[config.mk]
export PLATFORM = sky130hd
export DESIGN_NAME = nibble_swap_arbiter
export DESIGN_NICKNAME = d
export VERILOG_FILES = /design/src/rtl/nibble_swap_arbiter.sv
export SDC_FILE = /design/constraint.sdc
export NUM_CORES = 1
export LEC_CHECK = 0
export BUFFER_PORTS_ARGS = -buffer_cell sky130_fd_sc_hd__buf_2
export CORE_UTILIZATION = 46
export CTS_CLUSTER_SIZE = 12
export DETAILED_ROUTE_END_ITERATION = 10
export MAX_ROUTING_LAYER = met4
export PLACE_DENSITY_LB_ADDON = 0.3
export SLEW_MARGIN = 15
export SYNTH_ARGS = -nofsm -noshare
export SYNTH_HDL_FRONTEND = slang
export SYNTH_SLANG_ARGS = --single-unit
[constraint.sdc]
create_clock -name clk -period 2.1 [get_ports clk]
set_input_delay 0.105 -clock clk [delete_from_list [all_inputs] [get_ports clk]]
set_output_delay 0.105 -clock clk [all_outputs]
set_load 0.03 [all_outputs]
[src/rtl/nibble_swap_arbiter.sv]
// Purpose : two-requester round-robin front end for an external nibble swapper.
// Latency : grant -> rsp_valid in SW_LAT+2 cycles; grant-to-grant period SW_LAT+3 cycles.
// Backpr. : response held in RESP until rsp_ready; requests wait (no grant) while busy.
//
// Ports
//   clk, rst            : clock, asynchronous active-low reset
//   req0/data0/gnt0     : requester 0 (req held with data until gnt pulse)
//   req1/data1/gnt1     : requester 1
//   sw_swap/sw_data_in  : command and operand to the swapper
//   sw_data_out         : swapper result, valid SW_LAT cycles after sw_swap
//   rsp_valid/rsp_id/rsp_data/rsp_ready : response channel (valid/ready)
//   busy                : high whenever the FSM is not IDLE
//
// SW_LAT legal range is 1..7 (3-bit latency counter).

module nibble_swap_arbiter #(
    parameter int unsigned SW_LAT = 1
) (
    input  logic       clk,
    input  logic       rst,
    input  logic       req0,
    input  logic [7:0] data0,
    output logic       gnt0,
    input  logic       req1,
    input  logic [7:0] data1,
    output logic       gnt1,
    output logic       sw_swap,
    output logic [7:0] sw_data_in,
    input  logic [7:0] sw_data_out,
    output logic       rsp_valid,
    output logic       rsp_id,
    output logic [7:0] rsp_data,
    input  logic       rsp_ready,
    output logic       busy
);

    localparam logic [2:0] LAT = 3'(SW_LAT);

    typedef enum logic [1:0] {
        IDLE  = 2'd0,
        ISSUE = 2'd1,
        WAIT  = 2'd2,
        RESP  = 2'd3
    } state_t;

    state_t     state;
    state_t     state_nxt;
    logic [2:0] cnt;
    logic [2:0] cnt_nxt;
    logic [7:0] op_reg;
    logic       id_reg;
    logic       last_id;     // requester served most recently
    logic       pick1;       // arbitration result: 1 selects requester 1
    logic       take;        // a request is accepted this cycle
    logic       wait_done;   // last WAIT cycle

    // Requester 1 wins when alone, or when both request and 0 was served last.
    assign pick1     = req1 & (~req0 | ~last_id);
    assign take      = (state == IDLE) & (req0 | req1);
    assign wait_done = (state == WAIT) & (cnt == 3'd1);

    // Grants are combinational from req in IDLE; gating with rst keeps them
    // low during reset even though the state register already reads IDLE.
    always_comb begin
        gnt0 = 1'b0;
        gnt1 = 1'b0;
        if (rst && take) begin
            gnt0 = ~pick1;
            gnt1 = pick1;
        end
    end

    assign sw_swap    = (state == ISSUE);
    assign rsp_valid  = (state == RESP);
    assign busy       = (state != IDLE);
    assign sw_data_in = op_reg;

    // Next-state logic
    always_comb begin
        state_nxt = state;
        cnt_nxt   = cnt;
        case (state)
            IDLE: begin
                if (req0 || req1) begin
                    state_nxt = ISSUE;
                end
            end
            ISSUE: begin
                cnt_nxt   = LAT;
                state_nxt = WAIT;
            end
            WAIT: begin
                if (cnt == 3'd1) begin
                    state_nxt = RESP;
                end else begin
                    cnt_nxt = cnt - 3'd1;
                end
            end
            RESP: begin
                if (rsp_ready) begin
                    state_nxt = IDLE;
                end
            end
            default: begin
                state_nxt = IDLE;
            end
        endcase
    end

    // State and latency counter
    always_ff @(posedge clk or negedge rst) begin
        if (!rst) begin
            state <= IDLE;
            cnt   <= 3'd0;
        end else begin
            state <= state_nxt;
            cnt   <= cnt_nxt;
        end
    end

    // Operand and requester id latched at grant
    always_ff @(posedge clk or negedge rst) begin
        if (!rst) begin
            op_reg <= 8'h00;
            id_reg <= 1'b0;
        end else if (take) begin
            op_reg <= pick1 ? data1 : data0;
            id_reg <= pick1;
        end
    end

    // Response capture at the edge ending the last WAIT cycle; these hold
    // their values until the next capture so the consumer can read them late.
    always_ff @(posedge clk or negedge rst) begin
        if (!rst) begin
            rsp_data <= 8'h00;
            rsp_id   <= 1'b0;
        end else if (wait_done) begin
            rsp_data <= sw_data_out;
            rsp_id   <= id_reg;
        end
    end

    // Round-robin pointer moves only when a response is actually consumed,
    // so an aborted transaction never counts as service. Reset value 1 makes
    // requester 0 win the first contended arbitration.
    always_ff @(posedge clk or negedge rst) begin
        if (!rst) begin
            last_id <= 1'b1;
        end else if ((state == RESP) && rsp_ready) begin
            last_id <= rsp_id;
        end
    end

endmodule

After elaboration in Yosys (flattened, before gate mapping)
Index checks and enable logic that the tools add are counted.
{ "totals": {"out_inout_bits": 22, "ff_bits": 24} }
{ "op_classes": {"addsub": 1, "n_eq_ne": 8, "mux": 9, "n_reduce_logical": 8, "bitwise": 8} }
{ "op_table": {"columns": ["op", "n"], "rows": [
  ["two-way mux 8 bit", 1],
  ["case mux 2 bit (4 select lines)", 1],
  ["two-way mux 2 bit", 3],
  ["inequality test 2 x 1 -> 1 bit, second input constant", 3],
  ["case mux 3 bit (2 select lines)", 1],
  ["equality test 2 bit, second input constant", 2],
  ["nonzero test 2 bit", 2],
  ["bitwise AND 1 bit", 3],
  ["equality test 3 x 1 -> 1 bit, second input constant", 1],
  ["two-way mux 3 bit", 1],
  ["inverter 1 bit", 3],
  ["AND reduction 3 bit", 1],
  ["subtractor 3 x 1 -> 3 bit, second input constant", 1],
  ["equality test 2 x 1 -> 1 bit, second input constant", 1],
  ["logical AND 1 bit", 2],
  ["zero test 2 bit", 1],
  ["two-way mux 1 bit", 2],
  ["inequality test 2 bit, second input constant", 1],
  ["OR 1 bit", 2],
  ["AND reduction 2 bit", 1],
  ["logical OR 1 bit", 1]
]} }

Logic depth before layout (Yosys ltp)
Gate-level depths: netlist of run 1.
{ "logic_depth": {"ltp_word": 5, "depth_mapped": 6} }

Worst setup path after synthesis of run 1
No wires, ideal clock.
{ "synth_path": {"kind": "register to output", "from": "reg state[0]", "to": "out gnt0", "path_slack_ns": 0.219, "path_buffers": 1, "stages_incl_launch_ff": 6, "t_arrival_ns": 1.776, "cell_sequence": "dfrtp_1 > inv_1 > ha_1 > o21ai_1 > buf_4 > nor3b_1"} }
{ "synth_via": {"elab_chain_cells": 4} }
{ "synth_lines": {"columns": ["item", "line", "text"], "rows": [
  ["start: declaration", "46", "state_t state;"],
  ["start signal: assignment", "116", "state <= state_nxt;"],
  ["zero test 2 bit", "59", "assign take = (state == IDLE) & (req0 | req1);"],
  ["bitwise AND 1 bit", "59", null],
  ["logical AND 1 bit", "67", "if (rst && take) begin"],
  ["two-way mux 1 bit", "67", null],
  ["end: declaration", "23", "output logic gnt0,"]
]} }
Every way passes these cells.

Final worst setup path of run 1
Ends and elaborated chain as after synthesis.

==> results of run 1 <==
-- per-stage QoR --
step           total power [mW]    util  area, um2  worst slack [ns]
6_report                  2.276  0.6509       1495            0.2913
5_1_grt                   2.452  0.6509       1495            0.1029
4_1_cts                   2.307  0.6492       1491            0.1055
3_5_place_dp              2.072  0.6291       1445            0.3402
3_3_place_gp              2.019  0.6291       1445            0.4522
2_1_floorplan             1.732       -       1165            0.2187
-- power breakdown --
part,leakage [nW],internal [mW],switching [mW]
Sequential,0.287,0.680,0.114
Clock,0.0210,0.106,0.125
Combinational,0.477,0.471,0.781
-- worst paths after layout --
check                                           from                   endpoint  slack, ns
max reg2reg                     state[0]$_DFFE_PN0P_    rsp_data[5]$_DFFE_PN0P_       0.35
min reg2reg                sw_data_in[7]$_DFFE_PN0P_  sw_data_in[7]$_DFFE_PN0P_       0.49
max                             state[0]$_DFFE_PN0P_                       gnt0       0.29
max in group asynchronous                        rst        last_id$_DFFE_PN1P_       1.43
min                                   sw_data_out[7]    rsp_data[7]$_DFFE_PN0P_       0.03
min in group asynchronous                        rst  sw_data_in[0]$_DFFE_PN0P_       0.13
-- cell families after synthesis --
kind of cell	Yosys count	synth area share
fa+ha+maj	7	0.07518
buf+inv	8	0.03329
simple gates	20	0.09561
mux	21	0.1955
compound gates	16	0.08378
flops	24	0.5167
-- cells in the final DEF (no fill, tap or decap), types with 2 or more instances in the layout --
master	instances
nand2_1	10
dfrtp_1	23
o21ai_0	9
inv_1	5
mux2_2	10
buf_2	50
nor3b_1	2
ha_1	7
buf_4	2
clkbuf_4	3
a21oi_1	2
mux2i_1	10
-- area by class of cell --
cell class                 instances  area share
inverter                           5     0.01255
timing repair buffer              53      0.1841
clock buffer                       4     0.02427
multi-input combinational         64      0.3531
tap                               28     0.02343
sequential                        24      0.4025
-- worst max-delay path, delay by kind of cell (launching register included) --
family                   cells  cell delay (ns)
AO/OA/AOI/OAI                1             0.17
AND/OR/NAND/NOR              1             0.21
buffers and inverters        2             0.35
flip-flops                   1             0.42
adder cells (fa/ha/maj)      1             0.25
-- metal layers --
layer,share of wire,GRT usage,vias up
li1,-,-,441
met1,0.45,0.2282,428
met2,0.49,0.3038,40
met3,0.058,0.02899,2
met4,0.0056,0.06579,0
met5,0,-,-
-- timing repair --
| action | in CTS | in global routing |
|---|---|---|
| hold buffers | 1 | 0 |
| endpoints found under the hold margin | 23 | 0 |
| resized for setup | 0 | 1 |
| setup endpoints to repair | 0 | 1 |
==> summary.md, run 1 <==
| Metric | Value |
|---|---|
| Status | `finished clean` |
| HPWL Detailed | `roughly 1800 um` |
| Core area | `around 0.0023 mm2` |
| Die height | `52.32 um` |
| Drt first-iter violations | `3` |
| Routed len/inst | `12.10 um` |
| Register area | `601.8 um2` |
| Netlist cell types | `26` |
| Synth Area per Inst | `~12 um2` |
| Drt pass-1 iters | `4` |
| Yosys top cell area share | `0.4941` |
| Final Max Tran Viols | `0` |
| Die W | `52.32 um` |
| Routed WL | `2154 um` |
| Worst VDD drop | `0.8343 mV` |
| Row count | `17` |
| Crit path required time | `approximately 2 ns` |
| Post-CTS setup buffers | `0` |
| Vias per Instance | `5.118` |
| Filler cells | `202` |
| Clock Latency Late Sink | `0.30 ns` |
| Period utilisation layout | `0.8613` |
| Worst R2R Path Depth | `4` |
| Port Buffer Count | `50` |
| Syn Nets | `between 100 and 150` |
| Multi-input logic area | `roughly 530 um2` |
| Startpoint Class | `flip-flop` |
| Worst-path clk slew | `0.12 ns` |
| Worst Hold Class | `in2reg` |
| Top cells by area, synth | `dfrtp_1 49%, mux2_2 9.7%, mux2i_1 8.6%` |
| WP data arrival | `1.70 ns` |
| Async S/R FF share, synth | `1.000` |
| Initial antenna violation count | `0` |
| Max Fclk | `552.9 MHz` |
| Crit path time final | `1.809 ns` |
| CTS tree | `yes` |
| Mapped Cells | `96` |
| Pleak | `0.7847 nW` |
| Non-Filler Instances | `178` |
| Clock Tree Root | `clkbuf_4` |
| N_diodes | `0` |
| Hold depth | `2` |
| ANT nets after route | `0` |
| WHS | `0.02749 ns` |
| Critical path's slowest cell | `dfrtp_1` |
| CP Cell Sequence | `inv_1, ha_1, o21ai_2, nor3b_1, buf_2` |
| RePlAce Congestion | `approximately 0.80` |
| Clk buf depth | `2` |
| Synth warn | `0` |
| Layout cells sized above 1 | `0.4800` |
| H-Tree Depth | `1` |
| Number of flops mapped to enable cells by yosys | `0` |
| Clock sinks | `24` |
| Die area | `0.002737 mm2` |
| Most common cell in the netlist | `dfrtp_1` |
| Crit-path max FO | `12` |
| Max-cap violations | `0` |
| Drc violations | `0` |
| Rel. slew slack | `0.5586` |
| Sequential share of the synthesized area | `0.5166` |
| Yosys reg bits | `24` |
| Vias | `911` |
| CTS buffer count | `3` |
| Vias in the first global route | `roughly 840` |
| CP max stage delay | `0.42 ns` |
| Clock Skews | `between 0.006 and 0.007 ns` |
| Remaining Overflow, GRT | `0` |
| RSZ-0062 raised after global routing | `no` |
| PwrDens | `1522 mW/mm2` |
| Least-Margin Pin Slew | `0.6582 ns` |
| Final net count | `187` |
| Post-Place Cells | `173` |
| Initial Util | `0.5071` |
| Hold Vio Cnt, Final | `0` |
| Post-Route Setup TNS | `0 ns` |
| Critical path class | `reg2out` |
| Post-Syn Area | `0.001165 mm2` |
| Primary FF master, synth | `dfrtp_1` |
| Final Setup Violations | `0` |
| Num ports | `51` |
| Largest net degree at the start of global routing | `22` |
| Crit end category | `primary output` |
| Synth area leader | `dfrtp_1` |
| Synth top cells by count | `23 x dfrtp_1, 10 x mux2_2, 10 x mux2i_1, 10 x nand2_1, 9 x o21ai_0` |
| First-pass GRT wire length | `3539 um` |
| Area growth, synth to finish | `28.36%` |
| Gr usage total | `0.1841` |
(Power assumes the default switching activity.)
==> run 2: changes to the inputs <==
--- a/config.mk
+++ b/config.mk
@@ -5,8 +5,9 @@
 export SDC_FILE = /design/constraint.sdc
 export NUM_CORES = 1
 export LEC_CHECK = 0
+export ABC_AREA = 1
 export BUFFER_PORTS_ARGS = -buffer_cell sky130_fd_sc_hd__buf_2
-export CORE_UTILIZATION = 46
+export CORE_UTILIZATION = 48
 export CTS_CLUSTER_SIZE = 12
 export DETAILED_ROUTE_END_ITERATION = 10
 export MAX_ROUTING_LAYER = met4
==> run 2 against run 1 <==
Critical path depth up 2. Final cell count is 37% higher. Synthesized area rose by 17%. Sequential share of layout area fell by 6.2 points. Clock-buffer cell count shrank 1.
==> summary.md, run 2 <==
| Metric | Value |
|---|---|
| Status | `finished clean (unchanged)` |
| Yosys top cell area share | `0.4224 (was 0.4941)` |
| Clock Skews | `0.004086 ns (was 0.006854 ns)` |
| Top cells by area, synth | `dfrtp_1 42%, nand2_1 10%, inv_1 7.2% (was dfrtp_1 49%, mux2_2 9.7%, mux2i_1 8.6%)` |
| Clk buf depth | `2 (unchanged)` |
| Period utilisation layout | `0.9209 (was 0.8613)` |
| Crit end category | `primary output (unchanged)` |
| HPWL Detailed | `2109 um (was 1772 um)` |
| Initial Util | `0.5261 (was 0.5071)` |
| Critical path class | `reg2out (unchanged)` |
| Startpoint Class | `flip-flop (unchanged)` |
| Async S/R FF share, synth | `1.000 (unchanged)` |
| Cts hold-fix bufs | `8 (was 1)` |
| Sequential fraction of design power | `0.310 (was 0.349)` |
| Worst R2R Path Depth | `6 (was 4)` |
| Max Fclk | `517.1 MHz (was 552.9 MHz)` |
| Syn Nets | `188 (was 132)` |
| Crit path time final | `1.934 ns (was 1.809 ns)` |
| Number of flops mapped to enable cells by yosys | `0 (unchanged)` |
| Initial antenna violation count | `0 (unchanged)` |
| Drc violations | `0 (unchanged)` |
| Worst VDD drop | `1.096 mV (was 0.8343 mV)` |
| Hold depth | `3 (was 2)` |
| Routed WL | `2804 um (was 2154 um)` |
| Synth area leader | `dfrtp_1 (unchanged)` |
| Drt first-iter violations | `56 (was 3)` |
| WP data arrival | `1.83 ns (was 1.70 ns)` |
| Netlist cell types | `27 (was 26)` |
| Register area | `601.8 um2 (unchanged)` |
| Reg2reg start | `state[0]$_DFFE_PN0P_ (unchanged)` |
| CP startpoint | `state[1]$_DFFE_PN0P_ (was state[0]$_DFFE_PN0P_)` |
| Routed len/inst | `11.54 um (was 12.10 um)` |
| Post-Route Setup TNS | `0 ns (unchanged)` |
| Core area | `0.002590 mm2 (was 0.002297 mm2)` |
| Most frequent cells in the layout | `50 x buf_2, 37 x nand2_1, 26 x inv_1 (was 50 x buf_2, 23 x dfrtp_1, 10 x mux2i_1, 10 x nand2_1, 10 x mux2_2)` |
| ANT nets after route | `0 (unchanged)` |
| Die height | `55.28 um (was 52.32 um)` |
| Critical path's slowest cell | `dfrtp_1 (unchanged)` |
| Area growth, synth to finish | `29.75% (was 28.36%)` |
| Internal | `1.403 mW (was 1.256 mW)` |
| Drt pass-1 iters | `4 (unchanged)` |
| Synth top cells by count | `37 x nand2_1, 26 x inv_1, 23 x dfrtp_1 (was 23 x dfrtp_1, 10 x mux2_2, 10 x mux2i_1, 10 x nand2_1, 9 x o21ai_0)` |
| CP Cell Sequence | `inv_1, ha_1, inv_2, nor2_8, inv_8, nor3_4, buf_2 (was inv_1, ha_1, o21ai_2, nor3b_1, buf_2)` |
| P_sw | `1.328 mW (was 1.020 mW)` |
| Clock Tree Root | `clkbuf_4 (unchanged)` |
| Die W | `55.28 um (was 52.32 um)` |
| Worst Hold Class | `in2reg (unchanged)` |
| Worst-path clk slew | `0.14 ns (was 0.12 ns)` |
| Post-layout util | `0.6826 (was 0.6509)` |
| PwrDens | `1544 mW/mm2 (was 1522 mW/mm2)` |
| CTS buffer count | `3 (unchanged)` |
| Synth warn | `0 (unchanged)` |
| Vias in the first global route | `1155 (was 843)` |
| Clock Latency Late Sink | `0.32 ns (was 0.30 ns)` |
| Row count | `18 (was 17)` |
| Port Buffer Count | `50 (unchanged)` |
| Crit path required time | `2.00 ns (about the same)` |
| Worst Min Path Start | `sw_data_out[5] (was sw_data_out[7])` |
| Commonest non-fill, non-tap cell in the layout | `buf_2 (unchanged)` |
| First-pass GRT wire length | `4926 um (was 3539 um)` |
| Sw frac | `0.4863 (was 0.4482)` |
| Final Max Tran Viols | `0 (unchanged)` |
| Sequential share of the synthesized area | `0.4417 (was 0.5166)` |
| Layout cells sized above 1 | `0.3991 (was 0.4800)` |
| Final net count | `250 (was 187)` |
| Clock sinks | `24 (unchanged)` |
| RSZ-0062 raised after global routing | `no (unchanged)` |
| CP max stage delay | `0.45 ns (was 0.42 ns)` |
| CTS tree | `yes (unchanged)` |
| N_diodes | `0 (unchanged)` |
| Vias per Instance | `4.835 (was 5.118)` |
| Synth Area per Inst | `8.964 um2 (was 12.13 um2)` |
| Final Setup Violations | `0 (unchanged)` |
| Comb power frac | `0.567 (was 0.550)` |
| H-Tree Depth | `1 (unchanged)` |
| Remaining Overflow, GRT | `0 (unchanged)` |
| Crit-path max FO | `10 (was 12)` |
| Post-Syn Area | `0.001363 mm2 (was 0.001165 mm2)` |
| Least-Margin Pin Slew | `0.3079 ns (was 0.6582 ns)` |
| Most common cell in the netlist | `nand2_1 (was dfrtp_1)` |
| Gr usage total | `0.2039 (was 0.1841)` |
| Multi-input logic area | `618.1 um2 (was 528.0 um2)` |
| Mapped Cells | `152 (was 96)` |
| Vias | `1175 (was 911)` |
| Rel. slew slack | `0.7948 (was 0.5586)` |
| Yosys reg bits | `24 (unchanged)` |
| Reg-to-Reg End | `cnt[1]$_DFFE_PN0P_ (was rsp_data[5]$_DFFE_PN0P_)` |
| Crit path capture | `gnt0 (unchanged)` |
| Clock share of power | `0.124 (was 0.101)` |
| Hold Vio Cnt, Final | `0 (unchanged)` |
| Primary FF master, synth | `dfrtp_1 (unchanged)` |
| Filler cells | `204 (was 202)` |
| PostCTS Resize Cnt | `0 (unchanged)` |
| Num ports | `51 (unchanged)` |
| Max-cap violations | `0 (unchanged)` |
| Pleak | `1.005 nW (was 0.7847 nW)` |
| Die area | `0.003056 mm2 (was 0.002737 mm2)` |
| Post-CTS setup buffers | `0 (unchanged)` |
| Largest net degree at the start of global routing | `25 (was 22)` |
| Worst R2R Setup Slack | `0.64 ns (was 0.35 ns)` |
| RePlAce Congestion | `0.8687 (was 0.8032)` |
-- run 2: power by group through the flow --
stage	registers, mW	logic (mW)	clock network [mW]
final	0.845	1.55	0.337
after global routing	0.873	1.69	0.363
after CTS	0.843	1.57	0.348
after detailed placement	0.853	1.54	0
after global placement	0.844	1.49	0
after floorplan	1.16	0.861	0
-- run 2: cells by family (layout without fill, tap and decap cells) --
family,count (synthesis),count (layout),synth area share
compound gates,15,15,0.08173
xor+xnor,1,1,0.006429
fa+ha+maj,7,7,0.06428
buf+inv,32,93,0.1047
flops,24,24,0.4417
simple gates,73,73,0.3012
-- run 2: worst max-delay path, delay by kind of cell (launching register included) --
kind          cells  cell delay [ns]
simple gates      2             0.31
flops             1             0.45
fa+ha+maj         1             0.24
buf+inv           4             0.51
-- run 2: how the worst min path moves through the flow --
stage	endpoint	slack (ns)
2_1_floorplan	cnt[0]$_DFFE_PN0P_	-0.19
3_3_place_gp	sw_data_in[2]$_DFFE_PN0P_	0.12
3_5_place_dp	sw_data_in[1]$_DFFE_PN0P_	0.13
4_1_cts	rsp_data[1]$_DFFE_PN0P_	0.003
5_1_grt	rsp_data[5]$_DFFE_PN0P_	0.003
6_report	rsp_data[5]$_DFFE_PN0P_	0.02
-- run 2: cell type report --
type	instances	area share
well taps	30	0.02123
clock buffers	3	0.01274
inverters	30	0.06794
repair buffers	59	0.1911
clock inverters	1	0.01699
flip-flops and latches	24	0.3404
multi-input cells	96	0.3496
-- run 2: per-stage QoR --
| stage | area, um2 | hold slack (ns) | setup slack [ns] | std cells | total power, mW |
|---|---|---|---|---|---|
| 2_1_floorplan | 1363 | -0.1906 | 0.6178 | 152 | 2.020 |
| 3_3_place_gp | 1635 | 0.1156 | 0.6195 | 231 | 2.335 |
| 3_5_place_dp | 1635 | 0.1262 | 0.5339 | 231 | 2.398 |
| 4_1_cts | 1768 | 0.003322 | 0.1486 | 243 | 2.758 |
| 5_1_grt | 1768 | 0.003338 | 0.03302 | 243 | 2.930 |
| 6_report | 1768 | 0.01771 | 0.1661 | 243 | 2.730 |
-- run 2: metal layers --
layer  part of all wire  global-route usage  vias to the layer above
met2               0.49              0.3460                       52
met1               0.44              0.2416                      526
met4             0.0075             0.07857                        0
met5                  0                   -                        -
li1                   -                   -                      593
met3              0.067             0.03513                        4
